<file path="src/rtl/idp_enc_37_seq_if.sv">
// Handshake bus between a word source, the FNS encoder and the downstream decoder stage.
`ifndef IBLEN37
`define IBLEN37 27
`endif

interface idp_enc_37_seq_if;
  logic [`IBLEN37-1:0] datain;
  logic                din_valid;
  logic                din_ready;
  logic [36:0]         codeout;
  logic                cout_valid;
  logic                cout_ready;
  logic                busy;
  logic                err;

  modport master (
    output datain, din_valid, cout_ready,
    input  din_ready, codeout, cout_valid, busy, err
  );

  modport slave (
    input  datain, din_valid, cout_ready,
    output din_ready, codeout, cout_valid, busy, err
  );
endinterface

</file>
<file path="src/rtl/idp_enc_37_seq.sv">
// Sequential greedy binary-to-FNS encoder, one codeword bit per cycle, 37-bit codeword.
// Optional range check enabled by defining IDP_ENC_RANGE_CHK_EN (err = leftover remainder).
`ifndef IBLEN37
`define IBLEN37 27
`endif
`ifndef FNS1
`define FNS1  1
`define FNS2  2
`define FNS3  3
`define FNS4  5
`define FNS5  8
`define FNS6  13
`define FNS7  21
`define FNS8  34
`define FNS9  55
`define FNS10 89
`define FNS11 144
`define FNS12 233
`define FNS13 377
`define FNS14 610
`define FNS15 987
`define FNS16 1597
`define FNS17 2584
`define FNS18 4181
`define FNS19 6765
`define FNS20 10946
`define FNS21 17711
`define FNS22 28657
`define FNS23 46368
`define FNS24 75025
`define FNS25 121393
`define FNS26 196418
`define FNS27 317811
`define FNS28 514229
`define FNS29 832040
`define FNS30 1346269
`define FNS31 2178309
`define FNS32 3524578
`define FNS33 5702887
`define FNS34 9227465
`define FNS35 14930352
`define FNS36 24157817
`define FNS37 39088169
`endif

module idp_enc_37_seq (
  input  logic             clk,
  input  logic             rst,
  idp_enc_37_seq_if.slave  bus
);

  localparam int unsigned IW    = `IBLEN37;
  localparam int unsigned CW    = 37;
  localparam int unsigned CNTW  = 6;

  localparam logic [1:0] S_IDLE = 2'd0;
  localparam logic [1:0] S_ENC  = 2'd1;
  localparam logic [1:0] S_OUT  = 2'd2;

  // Bits 34 and 35 share the top weight; bit 36 carries the next one down.
  localparam logic [IW-1:0] WT [CW] = '{
    IW'(`FNS1),  IW'(`FNS2),  IW'(`FNS3),  IW'(`FNS4),  IW'(`FNS5),
    IW'(`FNS6),  IW'(`FNS7),  IW'(`FNS8),  IW'(`FNS9),  IW'(`FNS10),
    IW'(`FNS11), IW'(`FNS12), IW'(`FNS13), IW'(`FNS14), IW'(`FNS15),
    IW'(`FNS16), IW'(`FNS17), IW'(`FNS18), IW'(`FNS19), IW'(`FNS20),
    IW'(`FNS21), IW'(`FNS22), IW'(`FNS23), IW'(`FNS24), IW'(`FNS25),
    IW'(`FNS26), IW'(`FNS27), IW'(`FNS28), IW'(`FNS29), IW'(`FNS30),
    IW'(`FNS31), IW'(`FNS32), IW'(`FNS33), IW'(`FNS34),
    IW'(`FNS37), IW'(`FNS37), IW'(`FNS36)
  };

  logic [1:0]      state, state_nx;
  logic [IW-1:0]   rem, rem_nx;
  logic [CW-1:0]   code, code_nx;
  logic [CNTW-1:0] cnt;
  logic [5:0]      bit_idx;
  logic [IW-1:0]   cur_w;
  logic            take;
  logic            accept;
  logic            last_step;
  logic            din_ready_q;
  logic            cout_valid_q;
  logic            busy_q;

  // Step-to-bit mapping keeps weights non-increasing: 35, 34, 36, then 33..0.
  always_comb begin
    bit_idx = 6'd36 - cnt;
    if (cnt == 6'd0)      bit_idx = 6'd35;
    else if (cnt == 6'd1) bit_idx = 6'd34;
    else if (cnt == 6'd2) bit_idx = 6'd36;
  end

  always_comb begin
    cur_w     = WT[bit_idx];
    take      = (rem >= cur_w);
    rem_nx    = take ? (rem - cur_w) : rem;
    code_nx   = code | (CW'(take) << bit_idx);
    accept    = (state == S_IDLE) && bus.din_valid && din_ready_q;
    last_step = (cnt == CNTW'(CW - 1));
  end

  always_comb begin
    state_nx = state;
    case (state)
      S_IDLE:  if (accept) state_nx = S_ENC;
      S_ENC:   if (last_step) state_nx = S_OUT;
      S_OUT:   if (bus.cout_ready) state_nx = S_IDLE;
      default: state_nx = S_IDLE;
    endcase
  end

  // Status outputs are registered from the next state so they track the state register.
  always_ff @(posedge clk) begin
    if (rst) begin
      state        <= S_IDLE;
      rem          <= '0;
      code         <= '0;
      cnt          <= '0;
      din_ready_q  <= 1'b0;
      cout_valid_q <= 1'b0;
      busy_q       <= 1'b0;
    end else begin
      state        <= state_nx;
      din_ready_q  <= (state_nx == S_IDLE);
      cout_valid_q <= (state_nx == S_OUT);
      busy_q       <= (state_nx != S_IDLE);
      case (state)
        S_IDLE: begin
          if (accept) begin
            rem  <= bus.datain;
            code <= '0;
            cnt  <= '0;
          end
        end
        S_ENC: begin
          rem  <= rem_nx;
          code <= code_nx;
          if (!last_step) cnt <= cnt + CNTW'(1);
        end
        default: ;
      endcase
    end
  end

`ifdef IDP_ENC_RANGE_CHK_EN
  logic err_q;

  // A leftover remainder after the last step means the word was out of range.
  always_ff @(posedge clk) begin
    if (rst) begin
      err_q <= 1'b0;
    end else if ((state == S_ENC) && last_step) begin
      err_q <= (rem_nx != '0);
    end else if ((state == S_OUT) && bus.cout_ready) begin
      err_q <= 1'b0;
    end
  end

  assign bus.err = err_q;
`else
  assign bus.err = 1'b0;
`endif

  assign bus.din_ready  = din_ready_q;
  assign bus.cout_valid = cout_valid_q;
  assign bus.busy       = busy_q;
  assign bus.codeout    = code;

endmodule
</file>
<file path="src/flat_wrapper.sv">
// flat-port wrapper written by rule: the top's interface ports become plain ports
module idp_enc_37_seq_flat 
  (clk, rst, bus_datain, bus_din_valid, bus_cout_ready, bus_din_ready, bus_codeout, bus_cout_valid, bus_busy, bus_err);
  idp_enc_37_seq_if bus_i ();
  input  logic clk;
  input  logic rst;
  input wire logic [$bits(bus_i.datain)-1:0] bus_datain;
  input wire logic [$bits(bus_i.din_valid)-1:0] bus_din_valid;
  input wire logic [$bits(bus_i.cout_ready)-1:0] bus_cout_ready;
  output wire logic [$bits(bus_i.din_ready)-1:0] bus_din_ready;
  output wire logic [$bits(bus_i.codeout)-1:0] bus_codeout;
  output wire logic [$bits(bus_i.cout_valid)-1:0] bus_cout_valid;
  output wire logic [$bits(bus_i.busy)-1:0] bus_busy;
  output wire logic [$bits(bus_i.err)-1:0] bus_err;
  assign bus_i.datain = bus_datain;
  assign bus_i.din_valid = bus_din_valid;
  assign bus_i.cout_ready = bus_cout_ready;
  assign bus_din_ready = bus_i.din_ready;
  assign bus_codeout = bus_i.codeout;
  assign bus_cout_valid = bus_i.cout_valid;
  assign bus_busy = bus_i.busy;
  assign bus_err = bus_i.err;
  idp_enc_37_seq u_core (.clk(clk), .rst(rst), .bus(bus_i));
endmodule
</file>
<file path="config.mk">
export PLATFORM = sky130hd
export DESIGN_NAME = idp_enc_37_seq_flat
export DESIGN_NICKNAME = d
export VERILOG_FILES = /design/src/rtl/idp_enc_37_seq_if.sv /design/src/rtl/idp_enc_37_seq.sv /design/src/flat_wrapper.sv
export SDC_FILE = /design/constraint.sdc
export NUM_CORES = 1
export LEC_CHECK = 0
export ABC_AREA = 1
export ABC_CLOCK_PERIOD_IN_PS = 9600
export CAP_MARGIN = 20
export CORE_ASPECT_RATIO = 0.6
export CORE_MARGIN = 3
export CORE_UTILIZATION = 50
export CTS_CLUSTER_DIAMETER = 40
export DETAILED_ROUTE_END_ITERATION = 16
export PLACE_DENSITY_LB_ADDON = 0.12
export REMOVE_ABC_BUFFERS = 1
export SLEW_MARGIN = 0
export SYNTH_ARGS = -nofsm -noshare
export SYNTH_HDL_FRONTEND = slang
export SYNTH_SLANG_ARGS = --single-unit
</file>
<file path="constraint.sdc">
create_clock -name clk -period 9.6 [get_ports clk]
set_clock_uncertainty 0.05 [all_clocks]
set_input_delay 1.92 -clock clk [delete_from_list [all_inputs] [get_ports clk]]
set_output_delay 1.92 -clock clk [all_outputs]
set_load 0.02 [all_outputs]
</file>
[Word-level counts from Yosys, hierarchy flattened]
Memories as Yosys holds them, arrays and structs flattened.
Index checks and enable logic that the tools add are counted.
Widths: inputs -> output; s select.
Operators by class
  equality and inequality tests: 9
  shift-type cells: 1
  magnitude comparators: 2
  bitwise gates (word level): 2
  muxes and demuxes: 17
  $add $sub $neg: 3
  reductions and logical operators: 10
Operator list (count)
  $mux 27: 4
  $pmux 37 s2: 1
  $pmux 27 s2: 1
  $mux 37: 1
  $or 37x37->37: 1
  $shl 1x6->37: 1
  $mux 6: 5
  $ge 27x27->1: 1
  $sub 27x27->27: 1
  $pmux 6 s2: 1
  $ge 7x7->1 const B: 1
  $not 6->7: 1
  $add 6x1->6 const B: 1
  $eq 6x1->1 const B: 1
  $eq 6x2->1 const B: 1
  $eq 6x6->1 const B: 1
  $logic_not 6->1: 1
  $mux 2: 3
  $pmux 2 s3: 1
  $reduce_and 3->1: 2
  $sub 6x6->6 const A: 1
  $eq 2x2->1 const B: 2
  $logic_not 2->1: 2
  $ne 2x1->1 const B: 2
  5 further kinds: 7
Word-level totals
  bits in read-only memories: 1728
  bits in registers: 75
  memories: 1
  input port bits: 31
Memory list
  (no name shown): words 64, bits a word 27, rd ports 1, clocked after Yosys merged registers in 0, wr ports 0, line idp_enc_37_seq.sv:94  | cur_w = WT[bit_idx];

[Depth between registers and ports, before layout]
  word-level depth: 12
  depth in mapped cells: 29
  mapped depth without buffers: 29

[Worst setup path before layout]
Ideal clock, no wire load.
  path kind: reg2reg
  start point: reg u_core.cnt[0]
  end point: reg u_core.rem[15]
  buffers on the path: 3
  data required time: 9433 ps
  setup slack: 5802 ps
  data arrival time: 3631 ps
  stages on the path, launching flop included: 28
  library setup time: 117 ps
  period minus slack after synthesis: 3798 ps
  path through: dfxtp_1 -> inv_1 -> ha_1 -> nand2_2 -> nor3_2 -> nor2_4 -> nand2_4 -> inv_2 -> buf_4 -> ha_1 -> inv_1 -> o21ai_2 -> nor2_1 -> a211oi_1 -> nor2_1 -> ha_1 -> buf_4 -> a21oi_2 -> nand2_1 -> nand3_1 -> nand3_2 -> nand2_1 -> nand3_2 -> nand2_1 -> nand2_2 -> buf_6 -> o21ai_0 -> nor2_1
On the way
  word-level cells in the longest chain between the ends: 11
RTL lines
  start: declaration: line idp_enc_37_seq.sv:75  | logic [CNTW-1:0] cnt;
  start signal: assignment: line idp_enc_37_seq.sv:138  | if (!last_step) cnt <= cnt + CNTW'(1);
  $sub 6x6->6 / $eq 6x2->1 (equally long branches): line idp_enc_37_seq.sv:87, idp_enc_37_seq.sv:90
  $mux 6: line idp_enc_37_seq.sv:90  | else if (cnt == 6'd2) bit_idx = 6'd36;
  $mux 6: line idp_enc_37_seq.sv:89  | else if (cnt == 6'd1) bit_idx = 6'd34;
  $mux 6 (*): line idp_enc_37_seq.sv:88  | if (cnt == 6'd0) bit_idx = 6'd35;
  $not 6->7 (implied by the code) (*): line idp_enc_37_seq.sv:94
  $mem_v2 64x27 (*)
  $mux 27 (implied by the code) (*) (2 in series): line idp_enc_37_seq.sv:94
  $sub 27x27->27 / $ge 27x27->1 (equally long branches): line idp_enc_37_seq.sv:96, idp_enc_37_seq.sv:95
  $mux 27 / $ne 2x1->1 (equally long branches)
  $pmux 27 s2 / $reduce_and 3->1 (equally long branches)
  end signal: assignment: line idp_enc_37_seq.sv:130  | rem <= bus.datain;
  end signal: assignment: line idp_enc_37_seq.sv:136  | rem <= rem_nx;
  end: declaration: line idp_enc_37_seq.sv:73  | logic [IW-1:0] rem, rem_nx;
Every way passes the cells marked *; elsewhere a longest branch is shown, timed or not. The select of a mux whose other input is x is not followed.
A chain may end at the register's enable or synchronous reset.

[Worst setup path in the final report]
  start point: reg u_core.cnt[0]
  end point: reg u_core.rem[19]
Same word-level chain as after synthesis.

==> metrics.md <==
| Metric | Value |
|---|---|
| RSZ-0062 raised after global routing | false |
| Largest family of logic cells by synthesized area | simple AND/OR/NAND/NOR gates |
| CTS Sinks | 75 |
| Drt drc | 0 |
| First drt pass iteration count | 6 |
| Total track usage | a little under 30% |
| Post-Synth Adder-Cell Area | between 7 and 8% |
| Register area share after synthesis | approximately a quarter |
| Vias in the first global route | 6015 |
| I/O pin cnt | approximately 70 |
| Synthesized area | ~6400 sq um |
| Critical path endpoint category | register |
| Fill count | approximately 1200 |
| Asr flop ratio synth | 0% |
| Clk slew on worst S/H paths | around 0.060 ns |
| Pwr Total | ~0.0010 W |
| Initial antenna violation count | 0 |
| Antenna Nets Post-Route | 0 |
| Worst Path Max Fanout | 24 |
| Synth Area in Compound Gates | approximately an eighth |
| Hold Fails Final Rpt | 0 |
| Clock buffer depth | 2 |
| Global route overflow | 0 |
| Commonest non-fill, non-tap cell in the layout | nand2_1 |
| Routability cong. | approximately 1.1 |
| DRT Wirelength | roughly 21000 um |
| Multiplexer share of the synthesized area | 0% |
| Fin crit share | about 55% |
| CTS hold repair buffers | 0 |
| EDFF count, synth | 0 |
| Slew HR | 29.2% |
| Simple-Gate Fraction of Synth Area | roughly 45% |
| Leak | 3.62 nW |
| Max Cap Violations | 0 |
| Wire per inst | around 16 um |
| Xor and xnor area share after synthesis | less than 1% |
| CP Data Required Time | around 9.8 ns |
| Setup TNS Final | 0 ns |
| Via-to-Cell Ratio | approximately 5.4 |
| Post-synthesis to final-layout area growth | 16.2% |
| Post-CTS Resized | 0 |
| Worst Path Arrival | approximately 5.5 ns |
| Synth Flop Type | dfxtp_1 |
| Slew Limit Fails | 0 |
| Yosys synthesis warning count | 0 |
| Yosys cell types | 52 |
| Post-Syn Area per Cell | 5.97 sq um |
| Crit path time final | 5.32 ns |
| Antenna cells | 0 |
| Status | finished, final reports clean |
| DIE HEIGHT | a little over 90 um |
| Maximum clock frequency | approximately 190 MHz |
| Startpoint class of the critical path | register |
| CTS H-Tree Depth | 3 |
| Die Wd | about 150 um |
| DR iter-0 viols | ~770 |
| Initial Utilization | around 52% |
| Final Net Count | between 1000 and 1500 |
| Worst min path class | reg -> reg |
| Number of buffers created by CTS | 9 |
| Pin count of the biggest net entering global routing | 42 |
| Port bufs | 70 |
| Post-DP HPWL | 16500 um |
| Worst skew pair latency | approximately 0.34 ns |
| Yosys reg bits | 75 |
| Share of layout cells above drive strength 1 | 7.71% |
| First-pass GRT wire length | approximately 33000 um |
| Routed vias | about 7000 |
| # Post-CTS Setup Buffers | 0 |
| Clock root cell | clkbuf_16 |
| CTS tree | yes |
| Setup-failing EPs final | 0 |
| Highest-count cells in the layout ignoring fill and taps | nand2_1, inv_1, nor2_1, nand3_1, dfxtp_1 |
| PnR worst setup slack | around 4.3 ns |
| WS Path Type | reg -> reg |
| Power density cells | 140 nW/um^2 |
| Worst-margin pin slew | between 1 and 1.5 ns |
| Cells after Synth | between 1000 and 1500 |
| Core Footprint | 12300 sq um |
| Row count | 31 |
| Maximum VDD drop | roughly 0.09 mV |
| Pre-CTS setup slack | between 4 and 5 ns |
| Die ar. | 14200 sq um |
[synthesized netlist by cell type, types with 11 or more instances]
master / instances / area [sq um]
inv_2: 11 / 41.3
dfxtp_1: 75 / 1500
nand2_1: 361 / 1360
nand2_2: 11 / 68.8
nor2_1: 99 / 372
o21ai_0: 52 / 260
a21oi_1: 51 / 255
clkbuf_1: 14 / 52.6
nand3_1: 85 / 425
ha_1: 35 / 438
inv_1: 139 / 522
nand4_1: 28 / 175
[worst max-delay path: stages, from the launching register on]
cell and delay, ns:
dfxtp_1 0.46, inv_1 0.14, ha_1 0.27, or2_4 0.28, nand2_2 0.08, xor2_2 0.82
inv_2 0.30, nor2_2 0.23, o21ai_0 0.12, o22ai_1 0.17, nor2_1 0.08, ha_1 0.39
a21oi_2 0.17, nand2_1 0.15, nand3_1 0.12, nand3_2 0.10, nand2_1 0.11, nand3_2 0.15
a21oi_4 0.68, nand2_1 0.13, a21oi_1 0.19
[per-stage QoR]
| step | utilization, % | std cells | hold slack, ns | instance area (sq um) |
|---|---|---|---|---|
| 3_3_place_gp | 58.1 | 1277 | 0.389 | 7120 |
| 4_1_cts | 60.6 | 1293 | 0.404 | 7430 |
| 5_1_grt | 60.6 | 1293 | 0.416 | 7430 |
| 6_report | 60.6 | 1293 | 0.399 | 7430 |
| 3_5_place_dp | 58.1 | 1277 | 0.392 | 7120 |
| 2_1_floorplan | - | 1040 | 0.380 | 6190 |
[power breakdown]
part	leakage [nW]	internal [W]	switching [W]	total [W]
clock	0.153	0.000211	0.000148	0.000359
sequential	0.608	0.000323	0.00000905	0.000332
combinational	2.85	0.000109	0.000241	0.000350
total	3.62	0.000644	0.000398	0.00104
[worst paths after layout]
path	slack, ns	cells after the start	startpoint	to
worst min register to register	0.40	2	u_core.bus.codeout[7]$_SDFFE_PP0P_	u_core.bus.codeout[7]$_SDFFE_PP0P_
worst max-delay path	4.28	20	u_core.cnt[0]$_SDFFE_PP0P_	u_core.rem[19]$_SDFFE_PP0P_
worst min-delay path	0.40	2	u_core.bus.codeout[7]$_SDFFE_PP0P_	u_core.bus.codeout[7]$_SDFFE_PP0P_
worst max register to register	4.28	20	u_core.cnt[0]$_SDFFE_PP0P_	u_core.rem[19]$_SDFFE_PP0P_
[routing by layer]
layer / vias to the layer above / track usage [%] / part of all wire, %
li1: 3518 / - / -
met1: 3077 / 47.1 / 51
met2: 409 / 35.3 / 34
met3: 14 / 11.7 / 14
met4: 0 / 4.86 / 0.93
met5: - / 0 / 0
[area by class of cell]
type	instances	area, sq um	area share [%]
inverter	152	578	7.78
timing repair buffer	72	716	9.64
sequential	75	1500	20.2
clock buffer	10	239	3.22
tap	165	206	2.78
multi-input combinational	813	4120	55.4
clock inverter	6	70.1	0.943
[sequential cells by signal, indices dropped and copies added (netlist names)]
| name | cells |
|---|---|
| u_core.bus.din_ready | 1 |
| u_core.cnt | 6 |
| u_core.bus.cout_valid | 1 |
| u_core.bus.busy | 1 |
| u_core.rem | 27 |
| u_core.state | 2 |
| u_core.bus.codeout | 37 |
[kinds of logic (layout without fill, tap and decap cells)]
kind of cell,Yosys count,after routing
and+or+nand+nor,637,637
adders and majority gates,36,36
AOI/OAI and AO/OA,136,136
DFF,75,75
buffers and inverters,182,240
other,1,1
xor gates and xnor gates,3,3
(Power assumes the default switching activity.)
==> edit (same flow settings) <==
`IBLEN37`: 27 -> 54.
--- a/src/rtl/idp_enc_37_seq_if.sv
+++ b/src/rtl/idp_enc_37_seq_if.sv
@@ -2,3 +2,3 @@
 `ifndef IBLEN37
-`define IBLEN37 27
+`define IBLEN37 54
 `endif
Interface: changed (resized bus_datain); port bits go from 72 to 99. The function was not compared with the original's and may differ.
==> edit against the original RTL <==
Total power grew 46%; cell count grew 43%; die area grew 34%; count of clock-buffer cells in the layout shrank 1; routed wire length grew 48%; worst setup slack gained 71 ps; sequential cell count grew 27; area after synthesis grew 35%; final area grew 35%.
==> edit: results (changes against the original RTL) <==
* Synth Flop Type: dfxtp_1
* Post-CTS Setup Inserts at 0 (unchanged)
* Layout cells sized above 1 at 0.0574 (-0.0197)
* Xor-xnor portion of the synthesized cell area at 0.00693 (+0.00165)
* Post-Place Worst Slack at 4520 ps (+102 ps)
* Htree depth at 3 (unchanged)
* Nets at 1707 (+43%)
* CTS clk-pin slew, worst paths at 80 ps (+20 ps)
* Slew headroom at 0.440 (+0.148)
* Max reg flops at 54 (+46%)
* Antenna diodes at 0 (unchanged)
* Async S/R FF share, synth at 0 (unchanged)
* Adder-cell share of the synthesized area at 0.0514 (-0.0202)
* Complex-gate fraction of the synthesized area at 0.124 (+0.00480)
* Max incr delay on CP at 480 ps (-340 ps)
* Hpwl dp at 24600 µm (+50%)
* Worst skew pair latency at 390 ps (+50 ps)
* Pin count of the biggest net entering global routing at 76 (+81%)
* First-pass GRT wire length at 47800 µm (+44%)
* Hold Crit Class: register to register
* CTS Buf Count at 9 (unchanged)
* Clock Tree Buf Depth at 2 (unchanged)
* Port bufs at 97 (+39%)
* Distinct cells, synth at 51 (-1.9%)
* Synth area leaders: nand2_1 25%, dfxtp_1 24%, nor2_1 8.7%
* CP top delay family: simple AND/OR/NAND/NOR gates
* Reg with most FFs: u_core.rem
* Pleak at 4.70 nW (+30%)
* Peak VDD IR at 0.139 mV (+53%)
* Number of global-route vias before repair at 8591 (+43%)
* Sequential share of the synthesized area at 0.236 (+0.000890)
* Total GRT Usage at 0.328 (+0.0343)
* Sw Ratio at 0.437 (+0.0549)
* Slowest stage cell on the critical path: dfxtp_1
* Avg Inst Size Synth at 5.60 µm² (-6.3%)
* Placed cell count at 1831 (+43%)
* Wirelength per Cell at 17.0 µm (+3.6%)
* CP max FO at 53 (+120%)
* Final Wtd Congestion at 1.03 (-2.9%)
* DRT Pass-1 Iters at 6 (unchanged)
* Post-placement cell area at 0.00972 mm² (+37%)
* YS warnings at 0 (unchanged)
* DR iter-0 viols at 1160 (+52%)
* Initial antenna violation count at 0 (unchanged)
* Outcome: finished, final reports clean
* Clk root buf: clkbuf_16
* Routed via count at 10.1k (+44%)
* Top cells by count, synth: 574 x nand2_1, 200 x nor2_1, 184 x inv_1
* Routed WL at 31400 µm (+48%)
[edit: changes by cell type after synthesis, moves of 19 or more]
cell / unedited run / this run
nand2_1: 361 / 574
nor2_1: 99 / 200
dfxtp_1: 75 / 102
o21ai_0: 52 / 71
nand3_1: 85 / 106
o21ai_1: 7 / 28
inv_1: 139 / 184
[edit: worst paths after layout]
check	startpoint	end	slack [ps]	cells past startpoint
hold / removal	u_core.bus.codeout[22]	u_core.bus.codeout[22]	410	2
setup reg to reg	u_core.cnt[1]	u_core.rem[32]	4350	24
hold reg to reg	u_core.bus.codeout[22]	u_core.bus.codeout[22]	410	2
setup / recovery	u_core.cnt[1]	u_core.rem[32]	4350	24
[edit: cell families (layout without fill, tap and decap cells)]
family,after synthesis,after routing
flops,102,102
other cells,1,1
buf+inv,241,313
xor+xnor,6,6
simple gates,968,968
fa+ha+maj,35,35
compound gates,194,194
[edit: layout make-up]
type	count	area, µm²
clock buffers	9	225
clock inverters	7	93.8
fillers	1662	6540
inverters	195	732
multi-input cells	1204	5630
flip-flops and latches	102	2040
well taps	228	285
repair buffers	102	1030
[edit: routing by layer]
layer / global-route usage / wire, µm / part of all wire
met3: 0.114 / 4710 / 0.15
met4: 0.0587 / 236 / 0.0075
met1: 0.527 / 15400 / 0.49
met5: 0 / 0 / 0
met2: 0.408 / 11000 / 0.35
[edit: worst register-to-register path, cell delays in order, from the launching register on]
cell       delay (ps)
dfxtp_1           480
inv_1             100
ha_1              260
o211ai_1          260
nand2_1           370
ha_1              450
o21ai_0           440
nand2_1            90
o211ai_1          120
o2111ai_1         180
ha_1              230
inv_1             210
fa_1              290
inv_1              60
nor2_2            140
nand2_1            80
nand3_2           100
nand3_1            90
nand3_2           120
nand2_2            90
nand3_2            90
nand2_4           370
o21bai_1          330
inv_1              60
nor2_1            100
[edit: power by group through the flow]
stage	Clock, mW	Combinational (mW)	Sequential, mW
3_3_place_gp	0	0.597	0.492
5_1_grt	0.424	0.693	0.488
2_1_floorplan	0	0.418	0.482
4_1_cts	0.412	0.606	0.484
6_report	0.405	0.627	0.486
3_5_place_dp	0	0.602	0.493
